==> src/rtl/ads8556_pkg.sv <==
// Shared encodings for the ADS8556 device-side responder.
package ads8556_pkg;

  typedef enum logic [1:0] {
    ST_IDLE = 2'd0,
    ST_CONV = 2'd1,
    ST_STBY = 2'd2
  } state_e;

  localparam int CHNL_NUM = 6;
  localparam int PTR_W    = $clog2(CHNL_NUM);

  typedef enum logic {
    WSEL_HIGH = 1'b0,
    WSEL_LOW  = 1'b1
  } wsel_e;

  localparam int CSN_IDLE_RST = 8;
  localparam int CSN_CNT_W    = $clog2(CSN_IDLE_RST + 1);

  // Channel read pointer walks ch0..ch5 and wraps.
  function automatic logic [PTR_W-1:0] ptr_next(input logic [PTR_W-1:0] p);
    return (p == PTR_W'(CHNL_NUM - 1)) ? '0 : p + PTR_W'(1);
  endfunction

endpackage

==> src/rtl/sync_edge.sv <==
// Multi-flop synchronizer for one asynchronous host strobe, with a delay flop
// producing registered rise/fall pulses aligned to the level output.
module sync_edge #(
  parameter int   STAGES  = 2,
  parameter logic RST_VAL = 1'b0
) (
  input  logic clk,
  input  logic rst,
  input  logic din,
  output logic level,
  output logic rise,
  output logic fall
);

  logic [STAGES-1:0] sync_q, sync_d;
  logic              dly_q, dly_d;
  logic              rise_q, rise_d;
  logic              fall_q, fall_d;

  always_comb begin
    sync_d = {sync_q[STAGES-2:0], din};
    dly_d  = sync_q[STAGES-1];
    rise_d = sync_q[STAGES-1] & ~dly_q;
    fall_d = ~sync_q[STAGES-1] & dly_q;
  end

  always_ff @(posedge clk or posedge rst) begin
    if (rst) begin
      sync_q <= {STAGES{RST_VAL}};
      dly_q  <= RST_VAL;
      rise_q <= 1'b0;
      fall_q <= 1'b0;
    end else begin
      sync_q <= sync_d;
      dly_q  <= dly_d;
      rise_q <= rise_d;
      fall_q <= fall_d;
    end
  end

  assign level = dly_q;
  assign rise  = rise_q;
  assign fall  = fall_q;

endmodule

==> src/rtl/ads8556_emu.sv <==
// Device-side ADS8556 parallel-port responder: conversion timing, six-channel
// sample readout and two-word configuration capture.
module ads8556_emu
  import ads8556_pkg::*;
#(
  parameter int CLK_FREQ    = 100_000_000,
  parameter int CONV_CYCLES = 140,
  parameter int SYNC_STAGES = 2
) (
  input  logic        clk,
  input  logic        rst,
  input  logic        ads8556_conv,
  input  logic        ads8556_csn,
  input  logic        ads8556_rdn,
  input  logic        ads8556_wrn,
  input  logic        ads8556_standbyn,
  input  logic        ads8556_reset,
  output logic        ads8556_busy,
  input  logic [15:0] ads8556_data_in,
  output logic [15:0] ads8556_data_out,
  output logic        ads8556_data_t,
  input  logic [15:0] sample_ch0,
  input  logic [15:0] sample_ch1,
  input  logic [15:0] sample_ch2,
  input  logic [15:0] sample_ch3,
  input  logic [15:0] sample_ch4,
  input  logic [15:0] sample_ch5,
  output logic [31:0] cfg_reg,
  output logic        cfg_valid,
  output logic [15:0] conv_count
);

  localparam int CNT_W = (CONV_CYCLES > 2) ? $clog2(CONV_CYCLES) : 1;
  localparam int I_CONV = 0, I_CSN = 1, I_RDN = 2, I_WRN = 3, I_STBY = 4, I_RST = 5;
  // Idle pin levels so that releasing rst never looks like a host edge.
  localparam logic [5:0] SYNC_INIT = 6'b011110;

  logic [5:0] pins, lvl, rise, fall;
  assign pins = {ads8556_reset, ads8556_standbyn, ads8556_wrn,
                 ads8556_rdn, ads8556_csn, ads8556_conv};

  for (genvar g = 0; g < 6; g++) begin : g_sync
    sync_edge #(.STAGES(SYNC_STAGES), .RST_VAL(SYNC_INIT[g])) u_sync (
      .clk  (clk),
      .rst  (rst),
      .din  (pins[g]),
      .level(lvl[g]),
      .rise (rise[g]),
      .fall (fall[g])
    );
  end

  logic [CHNL_NUM-1:0][15:0] samples;
  assign samples = {sample_ch5, sample_ch4, sample_ch3, sample_ch2, sample_ch1, sample_ch0};

  state_e                    state_q, state_d;
  logic [CNT_W-1:0]          cnt_q, cnt_d;
  logic                      busy_q, busy_d;
  logic [PTR_W-1:0]          ptr_q, ptr_d;
  logic [CHNL_NUM-1:0][15:0] shadow_q, shadow_d;
  logic [CHNL_NUM-1:0][15:0] latch_q, latch_d;
  logic [15:0]               conv_count_q, conv_count_d;
  logic [31:0]               cfg_q, cfg_d;
  logic                      cfg_valid_q, cfg_valid_d;
  wsel_e                     wsel_q, wsel_d;
  logic [CSN_CNT_W-1:0]      csn_idle_q, csn_idle_d;
  logic                      rd_wr_q, rd_wr_d;
  logic [15:0]               wr_data_q, wr_data_d;
  logic [15:0]               data_out_q, data_out_d;
  logic                      data_t_q, data_t_d;
  logic                      rd_drive;

  always_comb begin
    state_d      = state_q;
    cnt_d        = cnt_q;
    busy_d       = busy_q;
    ptr_d        = ptr_q;
    shadow_d     = shadow_q;
    latch_d      = latch_q;
    conv_count_d = conv_count_q;
    cfg_d        = cfg_q;
    cfg_valid_d  = 1'b0;
    wsel_d       = wsel_q;
    csn_idle_d   = csn_idle_q;
    rd_wr_d      = rd_wr_q;
    wr_data_d    = wr_data_q;
    data_out_d   = data_out_q;

    // A concurrent write strobe keeps the bus released.
    rd_drive = ~lvl[I_CSN] & ~lvl[I_RDN] & lvl[I_WRN] & (state_q != ST_STBY);
    data_t_d = ~rd_drive;
    if (rd_drive) data_out_d = latch_q[ptr_q];

    // Remember an overlapping write so the closing rdn edge does not advance.
    if (~lvl[I_RDN] & ~lvl[I_WRN]) rd_wr_d = 1'b1;
    else if (rise[I_RDN] | rise[I_CSN] | fall[I_RDN]) rd_wr_d = 1'b0;

    if (rise[I_RDN] & ~lvl[I_CSN] & lvl[I_WRN] & ~rd_wr_q & (state_q != ST_STBY))
      ptr_d = ptr_next(ptr_q);

    if (~lvl[I_WRN]) wr_data_d = ads8556_data_in;
    if (rise[I_WRN] & ~lvl[I_CSN]) begin
      if (wsel_q == WSEL_HIGH) begin
        cfg_d[31:16] = wr_data_q;
        wsel_d       = WSEL_LOW;
      end else begin
        cfg_d[15:0]  = wr_data_q;
        cfg_valid_d  = 1'b1;
        wsel_d       = WSEL_HIGH;
      end
    end

    if (~lvl[I_CSN]) csn_idle_d = '0;
    else if (csn_idle_q != CSN_CNT_W'(CSN_IDLE_RST)) csn_idle_d = csn_idle_q + CSN_CNT_W'(1);
    if (lvl[I_CSN] && csn_idle_q >= CSN_CNT_W'(CSN_IDLE_RST - 1)) wsel_d = WSEL_HIGH;

    // Samples are taken at conv but only become readable once the conversion ends.
    case (state_q)
      ST_IDLE: if (rise[I_CONV]) begin
        shadow_d = samples;
        cnt_d    = CNT_W'(CONV_CYCLES - 1);
        busy_d   = 1'b1;
        state_d  = ST_CONV;
      end
      ST_CONV: if (cnt_q == '0) begin
        busy_d       = 1'b0;
        ptr_d        = '0;
        latch_d      = shadow_q;
        conv_count_d = conv_count_q + 16'd1;
        state_d      = ST_IDLE;
      end else begin
        cnt_d = cnt_q - CNT_W'(1);
      end
      ST_STBY: if (lvl[I_STBY]) state_d = ST_IDLE;
      default: state_d = ST_IDLE;
    endcase

    if (~lvl[I_STBY]) begin
      state_d = ST_STBY;
      busy_d  = 1'b0;
    end

    if (lvl[I_RST] | rise[I_RST]) begin
      state_d      = ST_IDLE;
      cnt_d        = '0;
      busy_d       = 1'b0;
      ptr_d        = '0;
      shadow_d     = '0;
      latch_d      = '0;
      conv_count_d = '0;
      cfg_d        = '0;
      cfg_valid_d  = 1'b0;
      wsel_d       = WSEL_HIGH;
      rd_wr_d      = 1'b0;
      data_out_d   = '0;
      data_t_d     = 1'b1;
    end
  end

  always_ff @(posedge clk or posedge rst) begin
    if (rst) begin
      state_q      <= ST_IDLE;
      cnt_q        <= '0;
      busy_q       <= 1'b0;
      ptr_q        <= '0;
      shadow_q     <= '0;
      latch_q      <= '0;
      conv_count_q <= '0;
      cfg_q        <= '0;
      cfg_valid_q  <= 1'b0;
      wsel_q       <= WSEL_HIGH;
      csn_idle_q   <= '0;
      rd_wr_q      <= 1'b0;
      wr_data_q    <= '0;
      data_out_q   <= '0;
      data_t_q     <= 1'b1;
    end else begin
      state_q      <= state_d;
      cnt_q        <= cnt_d;
      busy_q       <= busy_d;
      ptr_q        <= ptr_d;
      shadow_q     <= shadow_d;
      latch_q      <= latch_d;
      conv_count_q <= conv_count_d;
      cfg_q        <= cfg_d;
      cfg_valid_q  <= cfg_valid_d;
      wsel_q       <= wsel_d;
      csn_idle_q   <= csn_idle_d;
      rd_wr_q      <= rd_wr_d;
      wr_data_q    <= wr_data_d;
      data_out_q   <= data_out_d;
      data_t_q     <= data_t_d;
    end
  end

  assign ads8556_busy     = busy_q;
  assign ads8556_data_out = data_out_q;
  assign ads8556_data_t   = data_t_q;
  assign cfg_reg          = cfg_q;
  assign cfg_valid        = cfg_valid_q;
  assign conv_count       = conv_count_q;

endmodule

==> config.mk <==
export PLATFORM = sky130hd
export DESIGN_NAME = ads8556_emu
export DESIGN_NICKNAME = d
export VERILOG_FILES = /design/src/rtl/ads8556_pkg.sv /design/src/rtl/sync_edge.sv /design/src/rtl/ads8556_emu.sv
export SDC_FILE = /design/constraint.sdc
export NUM_CORES = 1
export LEC_CHECK = 0
export ABC_AREA = 1
export BUFFER_PORTS_ARGS = -buffer_cell sky130_fd_sc_hd__buf_2
export CORE_MARGIN = 2
export CORE_UTILIZATION = 48
export CTS_CLUSTER_DIAMETER = 80
export DETAILED_ROUTE_END_ITERATION = 16
export PLACE_DENSITY = 0.71
export SYNTH_ARGS = -nofsm -noshare
export SYNTH_HDL_FRONTEND = slang
export SYNTH_SLANG_ARGS = --single-unit
==> constraint.sdc <==
create_clock -name clk -period 10.8 [get_ports clk]
set_input_delay 2.16 -clock clk [delete_from_list [all_inputs] [get_ports clk]]
set_output_delay 2.16 -clock clk [all_outputs]
set_load 0.1 [all_outputs]
==> results_tabular.tex <==
\begin{tabular}{lr}
\hline
Metric & Value \\
\hline
\multicolumn{2}{l}{\textbf{Synthesis}} \\
\quad Post-synthesis instance area & 13460 µm² \\
\quad Simple-gate portion of the synthesized area & 15.50\% \\
\quad Synth area leaders & sky130\_fd\_sc\_hd\_\_dfrtp\_1 57\%, sky130\_fd\_sc\_hd\_\_nand2\_1 6.8\%, sky130\_fd\_sc\_hd\_\_inv\_1 6.7\% \\
\quad Share of the synthesized area in compound gates (AO/OA/AOI/OAI) & 14.34\% \\
\quad Top cells by instance count after synthesis & 305 x sky130\_fd\_sc\_hd\_\_dfrtp\_1, 243 x sky130\_fd\_sc\_hd\_\_nand2\_1, 240 x sky130\_fd\_sc\_hd\_\_inv\_1 \\
\quad Post-synthesis share of cell area spent on xor and xnor gates & 0.3253\% \\
\quad Multiplexer share of the synthesized area & 0\% \\
\quad Dominant combinational cell family by area after synthesis & simple AND/OR/NAND/NOR gates \\
\quad Yosys Warn Count & 0 \\
\quad Share of the synthesized area in the top cell type & 56.70\% \\
\quad Number of enable-type register cells in the synthesized netlist & 0 \\
\quad Syn Nets & 1567 \\
\quad Library cell occupying the most area in the post-synthesis netlist & sky130\_fd\_sc\_hd\_\_dfrtp\_1 \\
\quad Post-synthesis sequential element count & 318 \\
\quad Mean instance size in the synthesized netlist & 9.335 µm² \\
\quad Fraction of the mapped netlist area in adder cells & 0.4648\% \\
\quad Gate count of the mapped netlist & 1442 \\
\quad Post-synth top flop & sky130\_fd\_sc\_hd\_\_dfrtp\_1 \\
\quad Count of cell types in the netlist & 36 \\
\quad Leading cell type by number of instances after synthesis & sky130\_fd\_sc\_hd\_\_dfrtp\_1 \\
\quad Share of synthesized area occupied by flip-flops and latches & 59.24\% \\
\quad Share of synthesized flip-flops with an asynchronous set or reset & 100.0\% \\
\multicolumn{2}{l}{\textbf{Floorplanning}} \\
\quad Effective utilization at floorplan & 48.58\% \\
\quad Die Width & 171.5 µm \\
\quad Die footprint & 29400 µm² \\
\quad Core ar. & 27710 µm² \\
\quad Vertical extent of the die & 171.5 µm \\
\quad Number of standard-cell rows in the floorplan & 61 \\
\quad Number of top-level pins & 187 \\
\multicolumn{2}{l}{\textbf{Critical path}} \\
\quad Critical path, cell by cell & buf\_2 \\
\quad Setup crit end kind & primary output \\
\quad Kind of cell with the highest combined delay on the critical path & flip-flops \\
\quad Data arrival time of the critical path & 1.43 ns \\
\quad Maximum single-stage delay on the critical path & 0.51 ns \\
\quad Library cell contributing the largest single delay on the critical path & sky130\_fd\_sc\_hd\_\_dfstp\_2 \\
\quad Combined buffer and inverter count along the critical path & 1 \\
\quad Startpoint type of the worst setup path & flop \\
\quad Crit Path Max Fanout & 1 \\
\quad Required time at the endpoint of the critical path & 8.64 ns \\
\quad Path type of the worst setup path & flop to primary output \\
\multicolumn{2}{l}{\textbf{Clock tree}} \\
\quad TritonCTS clock tree & built \\
\quad Clock-pin slew on the worst setup and hold paths & 0.06 ns \\
\quad Root Buffer & sky130\_fd\_sc\_hd\_\_clkbuf\_16 \\
\quad Maximum buffer depth of the clock tree & 3 \\
\quad Maximum level of the CTS H-tree & 2 \\
\quad \# resized after CTS & 0 \\
\quad Number of buffers inserted to repair setup after CTS & 0 \\
\quad Num CTS Buffers & 34 \\
\quad Post-CTS Hold Fix Bufs & 0 \\
\quad Clock Latency Late Sink & 0.51 ns \\
\quad \# clock sinks & 318 \\
\multicolumn{2}{l}{\textbf{Power and ir drop}} \\
\quad Sequential cell fraction of total power & 47.5\% \\
\quad Areal power density over the cells & 168.1 nW/µm² \\
\quad Comb power frac & 7.4\% \\
\quad Switching Fraction & 23.32\% \\
\quad Net Sw Power & 615.4 µW \\
\quad Clock network power share & 45.1\% \\
\quad Largest voltage drop on the vdd net & 100.4 µV \\
\quad Cell Int Power & 2.023 mW \\
\quad Leakage power figure & 7.489 nW \\
\multicolumn{2}{l}{\textbf{Detailed routing}} \\
\quad Total wire length & 32.16 mm \\
\quad Drt first pass iters & 6 \\
\quad Total via count in the routed design & 10.31k \\
\quad Remaining antenna violation count after routing & 0 \\
\quad Starting DRT DRC Count & 884 \\
\quad Final routed DRC violation total & 0 \\
\quad Drt via density & 5.141 \\
\quad Detail-routed net length per standard cell & 16.03 µm \\
\multicolumn{2}{l}{\textbf{STA}} \\
\quad Worst-case headroom to the max-slew limit & 18.21\% \\
\quad Sum Neg Setup Slack & 0 ns \\
\quad Unrepaired setup endpoints after global routing & false \\
\quad Worst setup margin & 7.207 ns \\
\quad Fraction of the cycle the final worst path needs & 33.27\% \\
\quad Worst Tran Pin Value & 1.219 ns \\
\quad Max Fclk & 278.3 MHz \\
\quad Final number of max-transition violations & 0 \\
\quad Total count of hold-check failures in the final report & 0 \\
\quad Fin Hold WS & 0.3530 ns \\
\quad Count of final setup violators & 0 \\
\quad Skew final & 0.02119 ns \\
\quad Period minus WS final & 3.593 ns \\
\multicolumn{2}{l}{\textbf{Final layout}} \\
\quad Area growth syn-to-layout & 16.62\% \\
\quad Share of final-layout standard cells stronger than drive strength 1 & 18.28\% \\
\quad Final core occ & 56.66\% \\
\quad Fillers & 2426 \\
\quad Nets & 1719 \\
\quad Final cell count without fillers & 2006 \\
\multicolumn{2}{l}{\textbf{Global routing}} \\
\quad Global-route wire length before repair & 51.60 mm \\
\quad Number of global-route vias before repair & 10.04k \\
\quad Number of antenna violations at the first check in global routing & 11 \\
\quad Maximum number of pins on one net before global-route repair & 206 \\
\quad Global-route usage over all layers & 22.18\% \\
\quad Total global routing overflow & 0 \\
\multicolumn{2}{l}{\textbf{Placement}} \\
\quad Post-place setup slack & 7.115 ns \\
\quad Placed cell count & 1936 \\
\quad \# port buffers & 186 \\
\quad Final weighted congestion in routability-driven placement & 0.8192 \\
\quad HPWL after DPL & 21.02 mm \\
\multicolumn{2}{l}{\textbf{Flow run}} \\
\quad Count of maximum capacitance violations & 0 \\
\multicolumn{2}{l}{\textbf{Hold path}} \\
\quad Worst min path class & flop to flop \\
\multicolumn{2}{l}{\textbf{Outcome}} \\
\quad Result of the run & finished, final reports clean \\
\hline
\end{tabular}
power groups by stage:
stage | combinational [mW] | clock, mW | sequential, mW
after floorplan | 0.125 | 0 | 1.29
after global placement | 0.192 | 0 | 1.27
after detailed placement | 0.197 | 0 | 1.27
after CTS | 0.198 | 1.21 | 1.25
after global routing | 0.220 | 1.26 | 1.26
final | 0.195 | 1.19 | 1.25
cells in the final DEF (no fill, tap or decap), types with 2 or more instances in the layout:
cell / count
sky130_fd_sc_hd__o211ai_1: 32
sky130_fd_sc_hd__o21ai_1: 24
sky130_fd_sc_hd__inv_4: 2
sky130_fd_sc_hd__o21bai_1: 3
sky130_fd_sc_hd__nor2_4: 3
sky130_fd_sc_hd__clkbuf_8: 9
sky130_fd_sc_hd__nand4_1: 4
sky130_fd_sc_hd__nand3_1: 158
sky130_fd_sc_hd__nor2_2: 2
sky130_fd_sc_hd__clkbuf_1: 9
sky130_fd_sc_hd__nor3_1: 3
sky130_fd_sc_hd__o21ai_0: 154
sky130_fd_sc_hd__nand3b_1: 3
sky130_fd_sc_hd__clkbuf_16: 35
sky130_fd_sc_hd__clkinv_2: 3
sky130_fd_sc_hd__or2_2: 2
sky130_fd_sc_hd__dfstp_2: 13
sky130_fd_sc_hd__ha_1: 5
sky130_fd_sc_hd__dfrtp_1: 304
sky130_fd_sc_hd__buf_2: 186
sky130_fd_sc_hd__nor2_1: 48
sky130_fd_sc_hd__o22ai_1: 80
sky130_fd_sc_hd__a21oi_1: 7
sky130_fd_sc_hd__xor2_1: 4
sky130_fd_sc_hd__diode_2: 9
sky130_fd_sc_hd__bufinv_16: 3
sky130_fd_sc_hd__nand2_4: 4
sky130_fd_sc_hd__nor2_8: 2
sky130_fd_sc_hd__o22ai_2: 18
sky130_fd_sc_hd__nand2_1: 242
sky130_fd_sc_hd__inv_1: 239
sky130_fd_sc_hd__buf_4: 7
per-stage QoR:
stage / cell area, µm² / total power [mW]
final: 15700 / 2.638
after global routing: 15680 / 2.739
after CTS: 15680 / 2.665
after detailed placement: 14510 / 1.471
after global placement: 14510 / 1.464
after floorplan: 13460 / 1.410
cell type report:
| class | count | area [µm²] | share of cell area [%] |
|---|---|---|---|
| inverters | 244 | 924.6 | 5.890 |
| clock inverters | 8 | 130.1 | 0.8289 |
| diodes | 9 | 22.52 | 0.1435 |
| clock buffers | 53 | 1033 | 6.584 |
| flip-flops and latches | 318 | 7975 | 50.80 |
| repair buffers | 194 | 1003 | 6.392 |
| multi-input cells | 802 | 4135 | 26.34 |
| well taps | 378 | 473.0 | 3.013 |
worst paths after layout:
path / startpoint / endpoint / slack [ns] / depth (start not counted)
min reg2reg: g_sync[0].u_sync.sync_q[0] / g_sync[0].u_sync.sync_q[1] / 0.35 / 0
max in group asynchronous: rst / g_sync[2].u_sync.sync_q[1] / 7.72 / 4
max reg2reg: g_sync[5].u_sync.level / shadow_q[95] / 7.83 / 6
max: ads8556_data_t / ads8556_data_t / 7.21 / 1
min in group asynchronous: rst / csn_idle_q[3] / 1.96 / 3
min: g_sync[0].u_sync.sync_q[0] / g_sync[0].u_sync.sync_q[1] / 0.35 / 0
routing by layer:
metal	track usage (%)	wire length, µm
met1	30.33	14560
met2	34.21	14280
met3	5.660	2241
met4	8.438	1047
met5	0	21
kinds of logic (layout without fill, tap and decap cells):
| kind of cell | Yosys count | in the layout |
|---|---|---|
| fa+ha+maj | 5 | 5 |
| xor+xnor | 5 | 5 |
| simple gates | 473 | 473 |
| other cells | 0 | 9 |
| compound gates | 319 | 319 |
| buf+inv | 322 | 499 |
| flops | 318 | 318 |
Power figures use the tool's default switching activity.
